[src/rtl/register_skid.sv]
`default_nettype none
// ============================================================================
//  Module   : register_skid
//  Purpose  : Two-entry valid/ready pipeline register (skid buffer). The load
//             enables are derived from the downstream handshake, and the
//             upstream ready depends only on flops, so no combinational path
//             runs from out_ready back to in_ready. A saturating counter
//             records cycles in which the output is stalled.
//  Revision : 1.0  initial release
// ----------------------------------------------------------------------------
//  Parameters
//    N          data width in bits
//    CW         stall counter width in bits
//  Ports
//    clk        rising-edge clock
//    rst_n      asynchronous active-low reset
//    in_data    upstream data
//    in_valid   upstream data valid
//    in_ready   block can accept (from flops only)
//    out_data   downstream data, driven straight from the main register
//    out_valid  downstream data valid (from flops only)
//    out_ready  downstream accepts
//    occupancy  number of entries held: 0, 1 or 2
//    stall_cnt  cycles with out_valid=1 and out_ready=0, saturating
//    stall_clr  synchronous clear of stall_cnt (wins over increment)
// ============================================================================
module register_skid #(
  parameter int N  = 1,
  parameter int CW = 32
) (
  input  logic          clk,
  input  logic          rst_n,
  input  logic [N-1:0]  in_data,
  input  logic          in_valid,
  output logic          in_ready,
  output logic [N-1:0]  out_data,
  output logic          out_valid,
  input  logic          out_ready,
  output logic [1:0]    occupancy,
  output logic [CW-1:0] stall_cnt,
  input  logic          stall_clr
);

  // State numbering matches the occupancy count, which keeps the occupancy
  // decode trivial, but the decode is still written out explicitly.
  typedef enum logic [1:0] {
    S_EMPTY = 2'd0,
    S_BUSY  = 2'd1,
    S_FULL  = 2'd2
  } state_t;

  localparam logic [CW-1:0] c_STALL_MAX = {CW{1'b1}};

  state_t        r_state;
  state_t        w_state_nxt;
  logic [N-1:0]  r_main;
  logic [N-1:0]  r_skid;
  logic          r_rst_done;
  logic [CW-1:0] r_stall_cnt;

  logic          w_in_fire;
  logic          w_out_fire;
  logic          w_ld_main_in;    // main <= in_data
  logic          w_ld_main_skid;  // main <= skid (drain of the skid entry)
  logic          w_ld_skid;       // skid <= in_data (absorb one extra word)

  // --------------------------------------------------------------------------
  // Handshake and output decode. Every term here comes from a flop, so
  // in_ready and out_valid carry no combinational path from any input.
  // --------------------------------------------------------------------------
  assign in_ready   = (r_state != S_FULL) && r_rst_done;
  assign out_valid  = (r_state != S_EMPTY);
  assign out_data   = r_main;
  assign stall_cnt  = r_stall_cnt;

  assign w_in_fire  = in_valid  && in_ready;
  assign w_out_fire = out_valid && out_ready;

  always_comb begin
    occupancy = 2'd0;
    case (r_state)
      S_EMPTY: occupancy = 2'd0;
      S_BUSY:  occupancy = 2'd1;
      S_FULL:  occupancy = 2'd2;
      default: occupancy = 2'd0;
    endcase
  end

  // --------------------------------------------------------------------------
  // FSM: state register
  // --------------------------------------------------------------------------
  always_ff @(posedge clk or negedge rst_n) begin
    if (!rst_n) begin
      r_state <= S_EMPTY;
    end else begin
      r_state <= w_state_nxt;
    end
  end

  // --------------------------------------------------------------------------
  // FSM: next state and register load enables
  // --------------------------------------------------------------------------
  always_comb begin
    w_state_nxt    = r_state;
    w_ld_main_in   = 1'b0;
    w_ld_main_skid = 1'b0;
    w_ld_skid      = 1'b0;
    case (r_state)
      S_EMPTY: begin
        if (w_in_fire) begin
          w_state_nxt  = S_BUSY;
          w_ld_main_in = 1'b1;
        end
      end
      S_BUSY: begin
        if (w_in_fire && w_out_fire) begin
          // Pass-through: replace the departing word, no bubble.
          w_ld_main_in = 1'b1;
        end else if (w_in_fire) begin
          // Downstream stalled while a word was already accepted: park it.
          w_state_nxt = S_FULL;
          w_ld_skid   = 1'b1;
        end else if (w_out_fire) begin
          w_state_nxt = S_EMPTY;
        end
      end
      S_FULL: begin
        // in_ready is low here, so in_valid cannot cause a load.
        if (w_out_fire) begin
          w_state_nxt    = S_BUSY;
          w_ld_main_skid = 1'b1;
        end
      end
      default: begin
        w_state_nxt = S_EMPTY;
      end
    endcase
  end

  // --------------------------------------------------------------------------
  // Data registers
  // --------------------------------------------------------------------------
  always_ff @(posedge clk or negedge rst_n) begin
    if (!rst_n) begin
      r_main <= '0;
    end else if (w_ld_main_in) begin
      r_main <= in_data;
    end else if (w_ld_main_skid) begin
      r_main <= r_skid;
    end
  end

  always_ff @(posedge clk or negedge rst_n) begin
    if (!rst_n) begin
      r_skid <= '0;
    end else if (w_ld_skid) begin
      r_skid <= in_data;
    end
  end

  // --------------------------------------------------------------------------
  // Reset-done flag: keeps in_ready low for the first cycle after reset
  // release so upstream never fires into a block still leaving reset.
  // --------------------------------------------------------------------------
  always_ff @(posedge clk or negedge rst_n) begin
    if (!rst_n) begin
      r_rst_done <= 1'b0;
    end else begin
      r_rst_done <= 1'b1;
    end
  end

  // --------------------------------------------------------------------------
  // Stall counter: clear wins over increment, increment saturates.
  // --------------------------------------------------------------------------
  always_ff @(posedge clk or negedge rst_n) begin
    if (!rst_n) begin
      r_stall_cnt <= '0;
    end else if (stall_clr) begin
      r_stall_cnt <= '0;
    end else if (out_valid && !out_ready && (r_stall_cnt != c_STALL_MAX)) begin
      r_stall_cnt <= r_stall_cnt + 1'b1;
    end
  end

endmodule
`default_nettype wire

[config.mk]
export PLATFORM = sky130hd
export DESIGN_NAME = register_skid
export DESIGN_NICKNAME = d
export VERILOG_FILES = /design/src/rtl/register_skid.sv
export SDC_FILE = /design/constraint.sdc
export NUM_CORES = 1
export LEC_CHECK = 0
export ABC_CLOCK_PERIOD_IN_PS = 3300
export CORE_UTILIZATION = 56
export DETAILED_ROUTE_END_ITERATION = 10
export MAX_ROUTING_LAYER = met4
export PLACE_DENSITY = 0.85
export SLEW_MARGIN = 20
export SYNTH_ARGS = -nofsm -noshare
export SYNTH_HDL_FRONTEND = slang
export SYNTH_SLANG_ARGS = --single-unit
[constraint.sdc]
create_clock -name clk -period 3.3 [get_ports clk]
set_clock_uncertainty 0.1 [all_clocks]
set_input_delay 0.99 -clock clk [delete_from_list [all_inputs] [get_ports clk]]
set_output_delay 0.99 -clock clk [all_outputs]
set_load 0.005 [all_outputs]
== Yosys cells after proc, flatten, opt, wreduce, memory -nomap -nowiden ==
Index checks and enable logic that the tools add are counted.

* Reduce and logical (&&, ||, !) cells: 12
* Add/sub/neg operators: 1
* Equal/unequal tests: 8
* Muxes and demuxes: 18

{| class="wikitable"
|+ Operators with widths
! kind !! count
|-
| $mux W32 || 2
|-
| $add A32 B1 Y32 const B || 1
|-
| $ne A32 B32 Y1 const B || 1
|-
| $mux W2 || 5
|-
| $mux W1 || 8
|-
| $ne A2 B2 Y1 const B || 4
|-
| $logic_and A1 B1 Y1 || 6
|-
| $pmux W2 S3 || 1
|-
| $reduce_bool A2 Y1 || 3
|-
| $pmux W2 S2 || 1
|-
| $reduce_and A4 Y1 || 1
|-
| $ne A3 B3 Y1 const B || 1
|-
| $eq A2 B1 Y1 const B || 1
|-
| $eq A2 B2 Y1 const B || 1
|-
| $logic_not A2 Y1 || 1
|-
| $pmux W1 S2 || 1
|-
| $logic_not A1 Y1 || 1
|}

* Output and inout bits: 37
* Logic and storage cells: 44
* Register bits: 37
* Bits of input ports: 6

== Depth between registers and ports, before layout ==
* Depth after elaboration: 7
* Depth in mapped cells: 7

== Least setup slack after synthesis ==
Ideal clock, no wire load.

* Path type: in2reg
* Start point: in out_ready
* End point: reg r_stall_cnt[10], in the netlist stall_cnt[10]
* Arrival time: 2.191 ns
* Stages on the path: 5
* Data required time: 3.122 ns
* Slack: 0.931 ns
* Cells stage by stage: o21bai_1 > nor2_1 > o31ai_4 > or4_1 > a21oi_1

* Cells in the longest elaborated chain, start to end: 4

{| class="wikitable"
|+ Ends and longest elaborated chain
! element !! line !! source
|-
| start: declaration || 38 || <nowiki>input logic out_ready,</nowiki>
|-
| $logic_not A1 Y1 || 181 || <nowiki>end else if (out_valid && !out_ready && (r_stall_cnt != c_STALL_MAX)) begin</nowiki>
|-
| $logic_and A1 B1 Y1 (2 in a row) || 181 ||
|-
| $reduce_bool A2 Y1 (no source line) || - ||
|-
| end signal: assignment || 182 || <nowiki>r_stall_cnt <= r_stall_cnt + 1'b1;</nowiki>
|-
| end: declaration || 59 || <nowiki>logic [CW-1:0] r_stall_cnt;</nowiki>
|}

No other way between the ends.
A chain may end at the register's enable or synchronous reset.

== Worst setup path in the final report ==
* Start point: in out_ready
* End point: reg r_stall_cnt[21], in the netlist stall_cnt[21]

Same word-level chain as after synthesis.

==> metrics.txt <==
Clock Path Buffers=2; Critical Path, Cell by Cell=clkdlybuf4s50_1 > o21ba_2 > nand4_1 > buf_4 > or4_2 > a21oi_1; Synth area leaders=dfrtp_1 41%, a21oi_1 4.0%, nand4_1 3.3%; Setup crit start kind=primary input; root buffer cell=clkbuf_8; Comb pwr share=0.114; # nets final=287; Post-CTS Hold Buffers=0; critical path depth in cells=6; final wirelength=5.04 mm; Reg clk slew, reported paths=0.08 ns; Clock Sink Count=37; IO Count=43; CP required=3.41 ns; busiest grt layer=met2; std cell rows=22; Final GP Congestion=0.822; Worst Max-Slew Pin Slew=0.816 ns; VDD IR-drop max=0.304 mV; r2r setup slk=0.64 ns; Yosys top cell area share=0.412; Max Fclk=0.349 GHz; Synth area leader=dfrtp_1; critical path fanouts, max=8; Post-Synthesis Cells=235; Final Non-Filler Cells=329; Area Overhead vs Synth=24.9%; HP Class=flip-flop to flip-flop; Final period util=0.869; FF-to-FF path depth=6; Post-Place Cells=321; Post-synth top flop=dfrtp_1; share of layout cells above drive strength 1=0.153; GR Layer Usage met2=0.430; htree depth=2; initial antenna violation count=0; Core Area=3740 µm²; via/cell ratio=6.24; dpl hpwl=3.61 mm; Slew Viols, Final=0; EDFF count, synth=0; max cap viols=0; drt first pass iters=4; sequential share of power=0.540; final setup vio count=0; pwr/cell area=316 nW/µm²; critical path class=primary input to flip-flop; clock power share=0.345; starting density of the core=0.601; met1 Resource Use GR=0.333; cell family with most CP delay=buffers and inverters; Lkg Pwr=1.11 nW; outcome=finished clean; Hold Path Cell Cnt=1; Post-synth ARST share=1.00; RSZ-0062 raised after global routing=false; CTS tree=built; DR vias=2054; syn_nets=242; diode count=0; residual DRC count=0; Tot GR Track Use=0.267; CTS buffer count=5; Net Sw Frac=0.250; fin crit period=2.87 ns; # Post-CTS Setup Buffers=0; clock latency on the worst-skew pair=0.29 ns; GRT overflow=0; Slew Limit Headroom=0.456; slowest cell delay on critical path=0.54 ns; DIE HEIGHT=65.4 µm; ANT nets after route=0; first-pass GRT wire length=8.54 mm; Port-buffer cells=42; Int Power=0.000666 W; DR WL/cell=15.3 µm; net switching power=0.000222 W; Yosys cell types=53; post-CTS sizing=0; worst path arrival time=2.98 ns; M3 GR Usage=0.0608; Seq cells post-synth=37; Syn Area/Cell=9.57 µm²; Ys Warns=0; die area=4270 µm²; register area share after synthesis=0.412; synthesized cell area=2250 µm²; vias in the first global route=1874; CP endpoint kind=flip-flop; Final Hold Viols=0; sum of negative setup slack=0 ns; Slowest-stage cell, CP=or4_2; worst path buffer plus inverter count=2; drt initial violations=155; largest net degree at the start of global routing=38; Die Width=65.4 µm
==> layout make-up <==
| cell class | count | area (µm²) |
|---|---|---|
| Clock inverter | 3 | 17.5 |
| Clock buffer | 5 | 68.8 |
| Fill cell | 306 | 936 |
| Inverter | 5 | 18.8 |
| Sequential cell | 37 | 926 |
| Multi-Input combinational cell | 183 | 1260 |
| Timing Repair Buffer | 48 | 460 |
| Tap cell | 48 | 60.1 |
==> layout by cell type, fill, tap and decap left out, types with 6 or more instances in the layout <==
master / Yosys / routed
or4_1: 6 / 6
dfrtp_1: 37 / 37
or3_1: 9 / 9
clkdlybuf4s50_1: 0 / 41
o31ai_1: 6 / 6
nand2_1: 19 / 19
nand3_1: 7 / 7
nor2b_1: 10 / 10
nor2_1: 19 / 19
nand4_1: 12 / 12
o21ai_0: 12 / 12
a21oi_1: 18 / 18
buf_4: 0 / 6
and4_1: 6 / 6
==> flip-flops by register name, summed over array words and instances (netlist names) <==
name,flops
stall_cnt,32
r_state,2
out_data,1
r_rst_done,1
r_skid,1
==> cells by family (layout without fill, tap and decap cells) <==
kind of cell	after synthesis	count (layout)	synth area share
mux	9	9	0.0495
other cells	1	1	0.00167
compound gates	46	46	0.132
xor+xnor	7	7	0.0273
simple gates	119	119	0.342
flops	37	37	0.412
fa+ha+maj	1	1	0.00556
buf+inv	15	61	0.0295
==> worst paths after layout <==
check | start | endpoint
max | out_ready | stall_cnt[21]
min | r_skid | r_skid
max reg2reg | stall_cnt[0] | stall_cnt[31]
min reg2reg | r_skid | r_skid
max in group asynchronous | rst_n | stall_cnt[21]
min in group asynchronous | rst_n | stall_cnt[0]
==> synth_stat cells, types with 5 or more instances <==
master	count
o21ai_0	12
clkbuf_1	7
nand3_1	7
dfrtp_1	37
nor2b_1	10
nand4_1	12
a21oi_1	18
nand2_1	19
nor2_1	19
and4_1	6
o31ai_1	6
or4_1	6
or3_1	9
inv_1	5
==> power groups by stage <==
| stage | Clock, W | Sequential, W | Combinational, W |
|---|---|---|---|
| 6_report | 0.000307 | 0.000480 | 0.000101 |
| 5_1_grt | 0.000338 | 0.000483 | 0.000111 |
| 4_1_cts | 0.000317 | 0.000479 | 0.000102 |
| 3_5_place_dp | 0 | 0.000488 | 0.000102 |
| 3_3_place_gp | 0 | 0.000487 | 0.0000992 |
| 2_1_floorplan | 0 | 0.000485 | 0.0000500 |
==> worst reg2reg max path: stages, from the launching register on <==
cell	delay, ns
dfrtp_1	0.46
ha_1	0.22
inv_1	0.08
or4_4	0.62
nor4_4	0.61
nor4_2	0.13
mux2_4	0.32
==> routing by layer <==
| layer | share of wire | up-vias |
|---|---|---|
| met2 | 0.49 | 77 |
| met5 | 0 | - |
| met1 | 0.43 | 998 |
| li1 | - | 972 |
| met4 | 0.012 | 0 |
| met3 | 0.070 | 7 |
==> per-stage QoR <==
step | instance area, µm² | total power (W) | worst slack, ns | hold WS (ns) | util
6_report | 2810 | 0.000888 | 0.432 | 0.410 | 0.750
5_1_grt | 2810 | 0.000932 | 0.368 | 0.451 | 0.750
4_1_cts | 2810 | 0.000899 | 0.453 | 0.416 | 0.750
3_5_place_dp | 2720 | 0.000590 | 0.169 | 0.400 | 0.727
3_3_place_gp | 2720 | 0.000587 | 0.248 | 0.390 | 0.727
2_1_floorplan | 2250 | 0.000535 | 0.931 | 0.375 | -
(Power assumes the default switching activity.)
